`config.mk`:
```
export PLATFORM = sky130hd
export DESIGN_NAME = mul_accumulator
export DESIGN_NICKNAME = d
export VERILOG_FILES = /design/src/rtl/mul_accumulator.sv
export SDC_FILE = /design/constraint.sdc
export NUM_CORES = 1
export LEC_CHECK = 0
export ABC_AREA = 1
export BUFFER_PORTS_ARGS = -buffer_cell sky130_fd_sc_hd__buf_2
export CAP_MARGIN = 20
export CORE_MARGIN = 4
export CORE_UTILIZATION = 50
export CTS_BUF_LIST = sky130_fd_sc_hd__clkbuf_4
export DETAILED_ROUTE_END_ITERATION = 16
export GPL_TIMING_DRIVEN = 0
export PLACE_DENSITY = 0.81
export REMOVE_ABC_BUFFERS = 1
export SETUP_SLACK_MARGIN = 0.02
export SLEW_MARGIN = 5
export SYNTH_ARGS = -nofsm -noshare
export SYNTH_HDL_FRONTEND = slang
export SYNTH_SLANG_ARGS = --single-unit
```
`constraint.sdc`:
```
create_clock -name a_clk -period 6.1 [get_ports a_clk]
set_input_delay 0.915 -clock a_clk [delete_from_list [all_inputs] [get_ports a_clk]]
set_output_delay 0.915 -clock a_clk [all_outputs]
set_load 0.01 [all_outputs]
```
`src/rtl/mul_accumulator.sv`:
```
// ----------------------------------------------------------------------------
// mul_accumulator
//   Sums N_TERMS signed 32-bit multiplier products into a saturating ACC_W-bit
//   accumulator and hands each finished sum to a one-deep valid/ready output
//   register. When the output register is still occupied at group end, the
//   finished sum is parked in the accumulator (HOLD) and upstream is stalled.
//   Revision: 1.0
// ----------------------------------------------------------------------------
`default_nettype none

module mul_accumulator #(
  parameter int ACC_W   = 40,
  parameter int N_TERMS = 4
) (
  input  logic             a_clk,
  input  logic             a_rst_n,
  input  logic             a_clr,
  input  logic             a_done,
  input  logic [31:0]      a_prod,
  output logic [ACC_W-1:0] a_out,
  output logic             a_out_valid,
  input  logic             a_out_ready,
  output logic [7:0]       a_count,
  output logic             a_stall,
  output logic             a_sat,
  output logic             a_drop
);

  localparam logic [0:0] S_ACCUM = 1'b0;
  localparam logic [0:0] S_HOLD  = 1'b1;

  localparam logic [7:0] LAST_CNT = 8'(N_TERMS - 1);

  // Saturation limits expressed in ACC_W bits.
  localparam logic [ACC_W-1:0] ACC_MAX = {1'b0, {(ACC_W-1){1'b1}}};
  localparam logic [ACC_W-1:0] ACC_MIN = {1'b1, {(ACC_W-1){1'b0}}};

  logic [0:0]       state_q, state_d;
  logic             done_q;
  logic [ACC_W-1:0] acc_q, acc_d;
  logic [7:0]       count_q, count_d;
  logic [ACC_W-1:0] out_q, out_d;
  logic             out_valid_q, out_valid_d;
  logic             sat_q, sat_d;
  logic             drop_q, drop_d;

  logic             term_ev;
  logic             accept;
  logic [ACC_W:0]   sum_wide;
  logic             sum_ovf;
  logic [ACC_W-1:0] sum_sat;

  assign term_ev = a_done & ~done_q;
  assign accept  = out_valid_q & a_out_ready;

  // One guard bit is enough: a 32-bit addend can never push an ACC_W>=33
  // value more than one bit beyond range, so overflow is the top two bits
  // disagreeing, and the guard bit gives the direction.
  assign sum_wide = {acc_q[ACC_W-1], acc_q}
                  + {{(ACC_W+1-32){a_prod[31]}}, a_prod};
  assign sum_ovf  = sum_wide[ACC_W] ^ sum_wide[ACC_W-1];

  // Clamp the widened sum back into ACC_W bits.
  always_comb begin
    sum_sat = sum_wide[ACC_W-1:0];
    if (sum_ovf) begin
      sum_sat = sum_wide[ACC_W] ? ACC_MIN : ACC_MAX;
    end
  end

  // Next-state logic for the accumulate / hold controller.
  always_comb begin
    state_d     = state_q;
    acc_d       = acc_q;
    count_d     = count_q;
    out_d       = out_q;
    out_valid_d = out_valid_q;
    sat_d       = sat_q;
    drop_d      = drop_q;

    // A plain acceptance empties the register; a new result below refills it.
    if (accept) begin
      out_valid_d = 1'b0;
    end

    case (state_q)
      S_ACCUM: begin
        if (term_ev) begin
          if (sum_ovf) begin
            sat_d = 1'b1;
          end
          if (count_q != LAST_CNT) begin
            acc_d   = sum_sat;
            count_d = count_q + 8'd1;
          end else if (!out_valid_q || accept) begin
            out_d       = sum_sat;
            out_valid_d = 1'b1;
            acc_d       = '0;
            count_d     = '0;
          end else begin
            // Output busy: park the finished sum and stall upstream.
            acc_d   = sum_sat;
            state_d = S_HOLD;
          end
        end
      end
      default: begin
        if (term_ev) begin
          drop_d = 1'b1;
        end
        if (accept) begin
          out_d       = acc_q;
          out_valid_d = 1'b1;
          acc_d       = '0;
          count_d     = '0;
          state_d     = S_ACCUM;
        end
      end
    endcase

    // Clear wipes everything except the last result value.
    if (a_clr) begin
      state_d     = S_ACCUM;
      acc_d       = '0;
      count_d     = '0;
      out_d       = out_q;
      out_valid_d = 1'b0;
      sat_d       = 1'b0;
      drop_d      = 1'b0;
    end
  end

  // State registers; done_q keeps sampling through clear so a level-high
  // done at clear does not produce a spurious term.
  always_ff @(posedge a_clk or negedge a_rst_n) begin
    if (!a_rst_n) begin
      state_q     <= S_ACCUM;
      done_q      <= 1'b0;
      acc_q       <= '0;
      count_q     <= '0;
      out_q       <= '0;
      out_valid_q <= 1'b0;
      sat_q       <= 1'b0;
      drop_q      <= 1'b0;
    end else begin
      state_q     <= state_d;
      done_q      <= a_done;
      acc_q       <= acc_d;
      count_q     <= count_d;
      out_q       <= out_d;
      out_valid_q <= out_valid_d;
      sat_q       <= sat_d;
      drop_q      <= drop_d;
    end
  end

  assign a_out       = out_q;
  assign a_out_valid = out_valid_q;
  assign a_count     = count_q;
  assign a_stall     = (state_q == S_HOLD);
  assign a_sat       = sat_q;
  assign a_drop      = drop_q;

endmodule

`default_nettype wire

```
======== Word-level counts from Yosys, hierarchy flattened ========
Index checks and enable logic that the tools add are counted.
cells by class
  multipliers ............................. 0
  order comparisons ....................... 0
  reduce and logical (&&, ||, !) cells .... 14
  add/subtract/negate cells ............... 2
  equal/unequal tests ..................... 5
  bitwise gates (word level) .............. 5
  shift operators ......................... 0
  multiplexer cells ....................... 39
  divide/modulo/power cells ............... 0
operators by type and width
  kind                                                   count
  two-way mux 40 bit                                     13
  two-way mux 8 bit                                      6
  adder 40 x 32 -> 41 bit                                1
  two-way mux 1 bit                                      20
  nonzero test 2 bit                                     5
  adder 8 x 1 -> 8 bit, second input constant            1
  inequality test 8 x 2 -> 1 bit, second input constant  1
  AND reduction 3 bit                                    2
  AND reduction 5 bit                                    1
  inequality test 2 bit, second input constant           2
  AND reduction 2 bit                                    2
  nonzero test 4 bit                                     1
  inequality test 3 x 2 -> 1 bit, second input constant  1
  nonzero test 3 bit                                     1
  bitwise AND 1 bit                                      2
  inequality test 2 x 1 -> 1 bit, second input constant  1
  inverter 1 bit                                         2
  logical NOT 1 bit                                      1
  logical OR 1 bit                                       1
  bitwise XOR 1 bit                                      1
storage, ports and cells
  bits in registers ....................... 93
  ROM bits ................................ 0
  bits of input ports ..................... 37
  word-level logic and storage cells ...... 73
  RAM bits ................................ 0
  bits in latches ......................... 0
  memories ................................ 0
  output and inout bits ................... 52

======== Logic depth before layout (Yosys ltp) ========
Gate-level depths: netlist of the first run.
  depth in word-level cells ............... 8
  mapped depth ............................ 19
  mapped depth without buffers ............ 17

======== Least setup slack after synthesis of the first run ========
OpenSTA, ideal clock, no wires.
  kind .................................... input to register
  start point ............................. in a_prod[0]
  end point ............................... reg out_q[15], in the netlist a_out[15]
  library setup time ...................... 0.073 ns
  buffers on the path ..................... 1
  cell stages on the path ................. 16
  required time ........................... 6.027 ns
  arrival ................................. 2.926 ns
  slack ................................... 3.101 ns
  cells stage by stage .................... ha_1 > fa_1 > nand2_1 > nand2_1 > nand3_1 > nand2_2 > nand2_2 > nand3_2 > nand2_2 > nand2_1 > nand2_2 > nand2_4 > a21oi_4 > buf_2 > nand2_2 > a21oi_2
between the ends
  cells in the longest elaborated chain, start to end .. 7
  elaborated cells between the ends (all ways) .. 8
  classes of those cells .................. add/sub: 1; mux: 6; bitwise: 1
RTL lines
  item                                                     RTL line  text
  start: declaration                                       19        input logic [31:0] a_prod,
  adder 40 x 32 -> 41 bit *                                60        + {{(ACC_W+1-32){a_prod[31]}}, a_prod};
  two-way mux 40 bit or bitwise XOR 1 bit (tied branches)  67, 61
  two-way mux 40 bit *                                     66        if (sum_ovf) begin
  two-way mux 40 bit *                                     95        end else if (!out_valid_q || accept) begin
  two-way mux 40 bit *                                     92        if (count_q != LAST_CNT) begin
  two-way mux 40 bit *                                     88        if (term_ev) begin
  two-way mux 40 bit *                                     86        case (state_q)
  end signal: assignment                                   150       out_q <= out_d;
  end: declaration                                         42        logic [ACC_W-1:0] out_q, out_d;
Every way passes the cells marked *; elsewhere a longest branch is shown, timed or not. The select of a mux whose other input is x is not followed.
A chain may end at the register's enable or synchronous reset.

======== Worst setup path after layout of the first run ========
  start point ............................. in a_prod[0]
  end point ............................... reg acc_q[34]
between the ends
  cells in the longest elaborated chain, start to end .. 8
  elaborated cells between the ends (all ways) .. 9
  classes of those cells .................. add/sub: 1; mux: 7; bitwise: 1
RTL lines
  item                                                     RTL line  text
  adder 40 x 32 -> 41 bit *                                60
  two-way mux 40 bit or bitwise XOR 1 bit (tied branches)  67, 61
  two-way mux 40 bit *                                     66
  two-way mux 40 bit                                       95
  two-way mux 40 bit *                                     92
  two-way mux 40 bit *                                     88
  two-way mux 40 bit *                                     86
  two-way mux 40 bit *                                     122       if (a_clr) begin
  end signal: assignment                                   139       acc_q <= '0;
  end signal: assignment                                   148       acc_q <= acc_d;
  end: declaration                                         40        logic [ACC_W-1:0] acc_q, acc_d;
Marks and branches as above.

==> flow_metrics.env, run 1 <==
export IMPL_area_growth_pct=10.40
export IMPL_crit_path_start_kind="input pin"
export IMPL_final_antenna_net_count=0
export IMPL_fp_dieH_um=128.5
export IMPL_cap_violations=0
export IMPL_ys_flop_type="dfrtp_1"
export IMPL_area_sequential_sq_um=2328
export IMPL_wl_met1_mm=9.429
export IMPL_drc_errors=0
export IMPL_ys_seq_elements=93
export IMPL_cts_num_sinks=93
export IMPL_leakage_nw=4.244
export IMPL_synth_cell_types=36
export IMPL_crit_arrival_ns=3.84
export IMPL_crit_family="simple AND/OR/NAND/NOR gates"
export IMPL_required_ns=6.44
export IMPL_max_freq_mhz=285.9
export IMPL_dp_cells=1292
export IMPL_critPathBufInv=1
export IMPL_post_cts_buffers=0
export IMPL_slowest_stage="nand2_2"
export IMPL_rsz0062_at_grt="no"
export IMPL_yosysTopAreaCell="dfrtp_1"
export IMPL_yosys_warnings=0
export IMPL_port_buffer_count=88
export IMPL_wl_per_cell_um=14.89
export IMPL_grt_overflow=0
export IMPL_grt_max_degree=53
export IMPL_critPathMaxFanout=38
export IMPL_met3_length_um=922
export IMPL_seq_area_frac_synth_pct=32.03
export IMPL_cts_tree="built"
export IMPL_antenna_found_initial=1
export IMPL_status="complete, no violations"
export IMPL_via_count=7050
export IMPL_r2r_start="a_stall$_DFF_PN0_"
export IMPL_cts_hold_buf=0
export IMPL_clock_latency_ns=0.49
export IMPL_synthArstFlopShare_pct=100.0
export IMPL_gp_congestion=0.9362
export IMPL_h_tree_depth=3
export IMPL_hold_class="input pin to async pin"
export IMPL_first_iter_violations=369
export IMPL_synth_area_per_cell_sq_um=6.913
export IMPL_multi_input_area_sq_um=4404
export IMPL_viasPerCell=5.386
export IMPL_final_layout_size_suffix_gt1_share_pct=18.62
export IMPL_syn_cell_area_sq_um=7266
export IMPL_design_area_sq_um=8021
export IMPL_finalHoldViolCount=0
export IMPL_die_x_um=128.5
export IMPL_finalNetCount=1202
export IMPL_min_period_over_period_pct=57.34
export IMPL_yosysTopAreaCellShare_pct=32.03
export IMPL_grtUsageTotal_pct=24.47
export IMPL_initial_core_util_pct=51.74
export IMPL_dieArea_sq_um=16520
export IMPL_core_area_sq_um=14040
export IMPL_syn_inst=1051
export IMPL_worstMarginPinSlew_ns=0.9694
export IMPL_drt_wl_total_mm=19.50
export IMPL_synth_common_cells="nand2_1 (287), nor2_1 (121), a21oi_1 (103)"
export IMPL_post_cts_resized=0
export IMPL_fin_cells=1309
export IMPL_fin_skew_ns=0.02988
export IMPL_grt_pass1_vias=6822
export IMPL_hpwl_mm=15.24
export IMPL_reg2reg_slack_ns=2.67
export IMPL_crit_start="a_prod[0]"
export IMPL_clkTransAtPathRegs_ns=0.17
export IMPL_critical_path_endpoint_type="flip-flop"
export IMPL_clockBufferDepth=2
export IMPL_p_per_area_nw_per_um2=489.4
export IMPL_fillCellCount=1390
export IMPL_grt_pass1_wl_mm=33.22
export IMPL_reg2reg_to="acc_q[9]$_DFFE_PN0P_"
export IMPL_place_area_sq_um=7874
export IMPL_top_layer="met4"
export IMPL_finalMaxSlewViolations=0
export IMPL_ys_top_cells_by_area="dfrtp_1 (32%), nand2_1 (15%), a21oi_1 (7.1%)"
export IMPL_worstPathCellList="buf_2 -> ha_1 -> fa_1 -> nand2_1 -> nand2_1 -> nand3_1 -> nand2_2 -> nand2_2 -> nand3_2 -> nand2_2 -> nand2_1 -> nand2_2 -> nand2_4 -> nand2_2 -> nand3_1 -> nand2_1 -> o21ai_0"
export IMPL_maxSlewHeadroom_pct=35.15
export IMPL_path_class="input pin to flip-flop"
export IMPL_ios=89
export IMPL_r2r_cells=9
export IMPL_synth_edf_count=0
export IMPL_critical_path_most_common_cell="nand2_2"
export IMPL_setup_viol=0
export IMPL_fin_setup_tns_ns=0
export IMPL_cpPeakStageDelay_ns=0.70
export IMPL_synth_most_common_cell="nand2_1"
export IMPL_ir_drop_mv=0.2152
export IMPL_period_needed_ns=3.498
export IMPL_cts_made_buffers=9
export IMPL_wl_met2_mm=8.906
export IMPL_firstDrtPassIters=5
export IMPL_rows=43
export IMPL_cts_root_buffer="clkbuf_4"
## cells in the final DEF, fill, tap and decap left out, drive strengths merged, types with 2 or more instances in the layout
cell,netlist,final
a21oi,127,127
a31oi,3,3
buf,13,94
clkbuf,20,9
clkinv,0,2
dfrtp,93,93
ha,41,41
inv,98,102
nand2,317,317
nand2b,2,2
nand3,80,80
nand3b,4,4
nand4,8,8
nor2,124,124
nor3,8,8
o21a,2,2
o21ai,68,68
o21bai,9,9
or2,6,6
xnor2,17,17
xor2,7,7
## sequential cells by signal (all words and copies together) (netlist names)
| signal | count |
|---|---|
| a_out | 40 |
| acc_q | 40 |
| a_count | 8 |
| a_drop | 1 |
| a_out_valid | 1 |
| a_sat | 1 |
| a_stall | 1 |
| done_q | 1 |
## through the flow
step / power, W / setup WS, ns / util, % / hold slack [ns]
2_1_floorplan: 0.002863 / 2.392 / - / 0.4785
5_1_grt: 0.004321 / 2.330 / 57.12 / 0.3900
6_report: 0.003926 / 2.602 / 57.12 / 0.3842
4_1_cts: 0.003929 / 2.646 / 57.11 / 0.3709
3_5_place_dp: 0.003557 / 2.107 / 56.07 / 0.4723
3_3_place_gp: 0.003443 / 0.9061 / 55.24 / 0.4632
## layer usage
layer / vias up / GRT usage (%)
li1: 3576 / -
met1: 3281 / 35.04
met2: 175 / 39.04
met3: 18 / 3.570
met4: 0 / 6.485
met5: - / 0
## logic make-up (layout without fill, tap and decap cells)
logic type,after synthesis,after routing,share of synthesized area (%)
adder cells (fa/ha/maj),42,42,7.336
AND/OR/NAND/NOR,550,550,33.53
buffers and inverters,131,208,7.456
other,0,1,0
XOR/XNOR,24,24,2.893
flip-flops,93,93,32.03
AO/OA/AOI/OAI,211,211,16.76
## worst max path at each step
| stage | end | depth (start not counted) |
|---|---|---|
| CTS | acc_q[34]$_DFFE_PN0P_ | 17 |
| floorplan | acc_q[31]$_DFFE_PN0P_ | 16 |
| global placement | acc_q[33]$_DFFE_PN0P_ | 7 |
| global route | a_out[35]$_DFFE_PN0P_ | 17 |
| finish | acc_q[34]$_DFFE_PN0P_ | 17 |
| detailed placement | acc_q[34]$_DFFE_PN0P_ | 17 |
## layout make-up
type                       instances  share of cell area [%]
timing repair buffer              94                   6.832
antenna                            1                 0.03120
clock buffer                       9                  0.8423
clock inverter                     7                  0.9671
sequential                        93                   29.03
multi-input combinational        827                   54.91
tap                              180                   2.808
inverter                          98                   4.586
## power breakdown
group / switching (W) / internal [W] / leakage [nW]
Sequential: 0.000152 / 0.000853 / 1.18
Combinational: 0.00163 / 0.000927 / 2.98
Clock: 0.000234 / 0.000130 / 0.0794
Total: 0.00202 / 0.00191 / 4.24
Note: power is estimated with default switching activity, not from simulation.
==> run 2: changes to the inputs <==
- PLACE_DENSITY: 0.81 -> 0.84
- clock period: 6.1 -> 2.81 ns (I/O delays scaled with it)
==> flow_metrics.env, run 2 (synthesized netlist as in run 1, its figures left out) <==
export IMPL_status="complete, no violations"
export IMPL_cts_root_buffer="clkbuf_4"
export IMPL_cts_made_buffers=9
export IMPL_ios=89
export IMPL_worstMarginPinSlew_ns=0.6150
export IMPL_final_cell_mix="nand2_1 (276), nor2_1 (110), inv_1 (93)"
export IMPL_switching_share_pct=51.20
export IMPL_initial_core_util_pct=51.74
export IMPL_finalNetCount=1227
export IMPL_cts_num_sinks=93
export IMPL_drc_errors=0
export IMPL_place_area_sq_um=7881
export IMPL_required_ns=3.23
export IMPL_cap_violations=0
export IMPL_final_common_cell="nand2_1"
export IMPL_intPower_w=0.004791
export IMPL_grt_pass1_wl_mm=34.33
export IMPL_setup_viol=0
export IMPL_antenna_found_initial=0
export IMPL_final_layout_size_suffix_gt1_share_pct=25.24
export IMPL_p_seq_share_pct=22.8
export IMPL_finalMaxSlewViolations=0
export IMPL_core_area_sq_um=14040
export IMPL_min_period_over_period_pct=95.39
export IMPL_port_buffer_count=88
export IMPL_hold_class="input pin to flip-flop"
export IMPL_clkTransAtPathRegs_ns=0.16
export IMPL_clock_latency_ns=0.48
export IMPL_first_iter_violations=676
export IMPL_path_class="flip-flop to flip-flop"
export IMPL_grtUsageTotal_pct=25.57
export IMPL_h_tree_depth=3
export IMPL_diodes=0
export IMPL_p_per_area_nw_per_um2=1118
export IMPL_grt_overflow=0
export IMPL_gp_congestion=0.9256
export IMPL_area_growth_pct=20.80
export IMPL_clockPowerShare_pct=8.0
export IMPL_reg2reg_slack_ns=0.13
export IMPL_drt_wl_total_mm=22.35
export IMPL_clockBufferDepth=2
export IMPL_critPathMaxFanout=5
export IMPL_via_count=7478
export IMPL_dieArea_sq_um=16520
export IMPL_p_comb_share_pct=69.1
export IMPL_fin_skew_ns=0.01223
export IMPL_firstDrtPassIters=7
export IMPL_rows=43
export IMPL_ir_drop_mv=0.5440
export IMPL_viasPerCell=5.610
export IMPL_final_antenna_net_count=0
export IMPL_design_area_sq_um=8777
export IMPL_switchingPower_w=0.005026
export IMPL_max_freq_mhz=373.1
export IMPL_critical_path_endpoint_type="flip-flop"
export IMPL_whs_ns=0.04672
export IMPL_cts_tree="built"
export IMPL_wl_per_cell_um=16.76
export IMPL_grt_max_degree=51
export IMPL_maxSlewHeadroom_pct=59.00
export IMPL_leakage_nw=4.449
export IMPL_fp_dieH_um=128.5
export IMPL_crit_arrival_ns=3.10
export IMPL_hpwl_mm=15.27
export IMPL_finalHoldViolCount=0
export IMPL_grt_pass1_vias=7028
export IMPL_die_x_um=128.5
export IMPL_period_needed_ns=2.681
export IMPL_crit_path_start_kind="flip-flop"
==> run 2: timing repair <==
action,4_1_cts,5_1_grt
setup endpoints to repair,85,83
resized for setup,24,71
hold buffers,1,0
gates cloned,2,3
hold endpoints to repair,43,0
pin swaps,3,16
setup buffers,5,13
==> run 2: metrics by stage <==
| step | util [%] | worst slack [ns] | std cells | TNS [ns] | total power (W) |
|---|---|---|---|---|---|
| final | 62.51 | 0.1294 | 1333 | 0 | 0.009817 |
| after global routing | 62.51 | -0.01758 | 1333 | -0.01758 | 0.01059 |
| after CTS | 58.75 | 0.01795 | 1317 | 0 | 0.008960 |
| after detailed placement | 56.13 | -0.7038 | 1293 | -50.71 | 0.007733 |
| after global placement | 55.24 | -2.368 | 1286 | -172.63 | 0.007470 |
| after floorplan | - | -0.6542 | 1018 | -35.38 | 0.006215 |
==> run 2: worst paths after layout <==
kind / startpoint / end / depth (start not counted)
min in group asynchronous: a_rst_n / a_count[2]$_DFFE_PN0P_ / 2
min: a_done / done_q$_DFF_PN0_ / 1
max reg2reg: acc_q[6]$_DFFE_PN0P_ / acc_q[23]$_DFFE_PN0P_ / 16
max: acc_q[6]$_DFFE_PN0P_ / acc_q[23]$_DFFE_PN0P_ / 16
min reg2reg: a_sat$_DFFE_PN0P_ / a_sat$_DFFE_PN0P_ / 2
max in group asynchronous: a_rst_n / acc_q[13]$_DFFE_PN0P_ / 3
==> run 2: worst max-delay path: stages, from the launching register on <==
cell	delay, ns
dfrtp_1	0.44
ha_2	0.33
nand2_2	0.11
inv_2	0.04
a21oi_2	0.18
nand2_2	0.12
nand2_1	0.12
nand3_4	0.12
nand2_2	0.13
nand2_1	0.07
nand2_1	0.11
nand2_4	0.13
a21oi_4	0.19
buf_6	0.17
clkbuf_16	0.16
nand2_2	0.07
o21ai_1	0.11
==> run 2: cell type report <==
| cell class | count | area (sq um) |
|---|---|---|
| fillers | 1269 | 5265 |
| multi-input cells | 830 | 4885 |
| flip-flops and latches | 93 | 2331 |
| repair buffers | 116 | 819.5 |
| inverters | 98 | 370.4 |
| well taps | 180 | 225.2 |
| clock buffers | 10 | 75.07 |
| clock inverters | 6 | 71.32 |
==> run 2: per-layer routing <==
metal	routed length (um)	track usage, %
met3	1536	4.359
met1	9682	35.36
met2	10640	42.05
met4	487	6.238
met5	0	0
==> run 2: power groups by stage <==
stage	Clock, W	Sequential (W)	Combinational (W)
after floorplan	0	0.00231	0.00390
after global placement	0	0.00220	0.00527
after detailed placement	0	0.00223	0.00550
after CTS	0.000800	0.00220	0.00596
after global routing	0.000854	0.00231	0.00743
final	0.000787	0.00224	0.00679
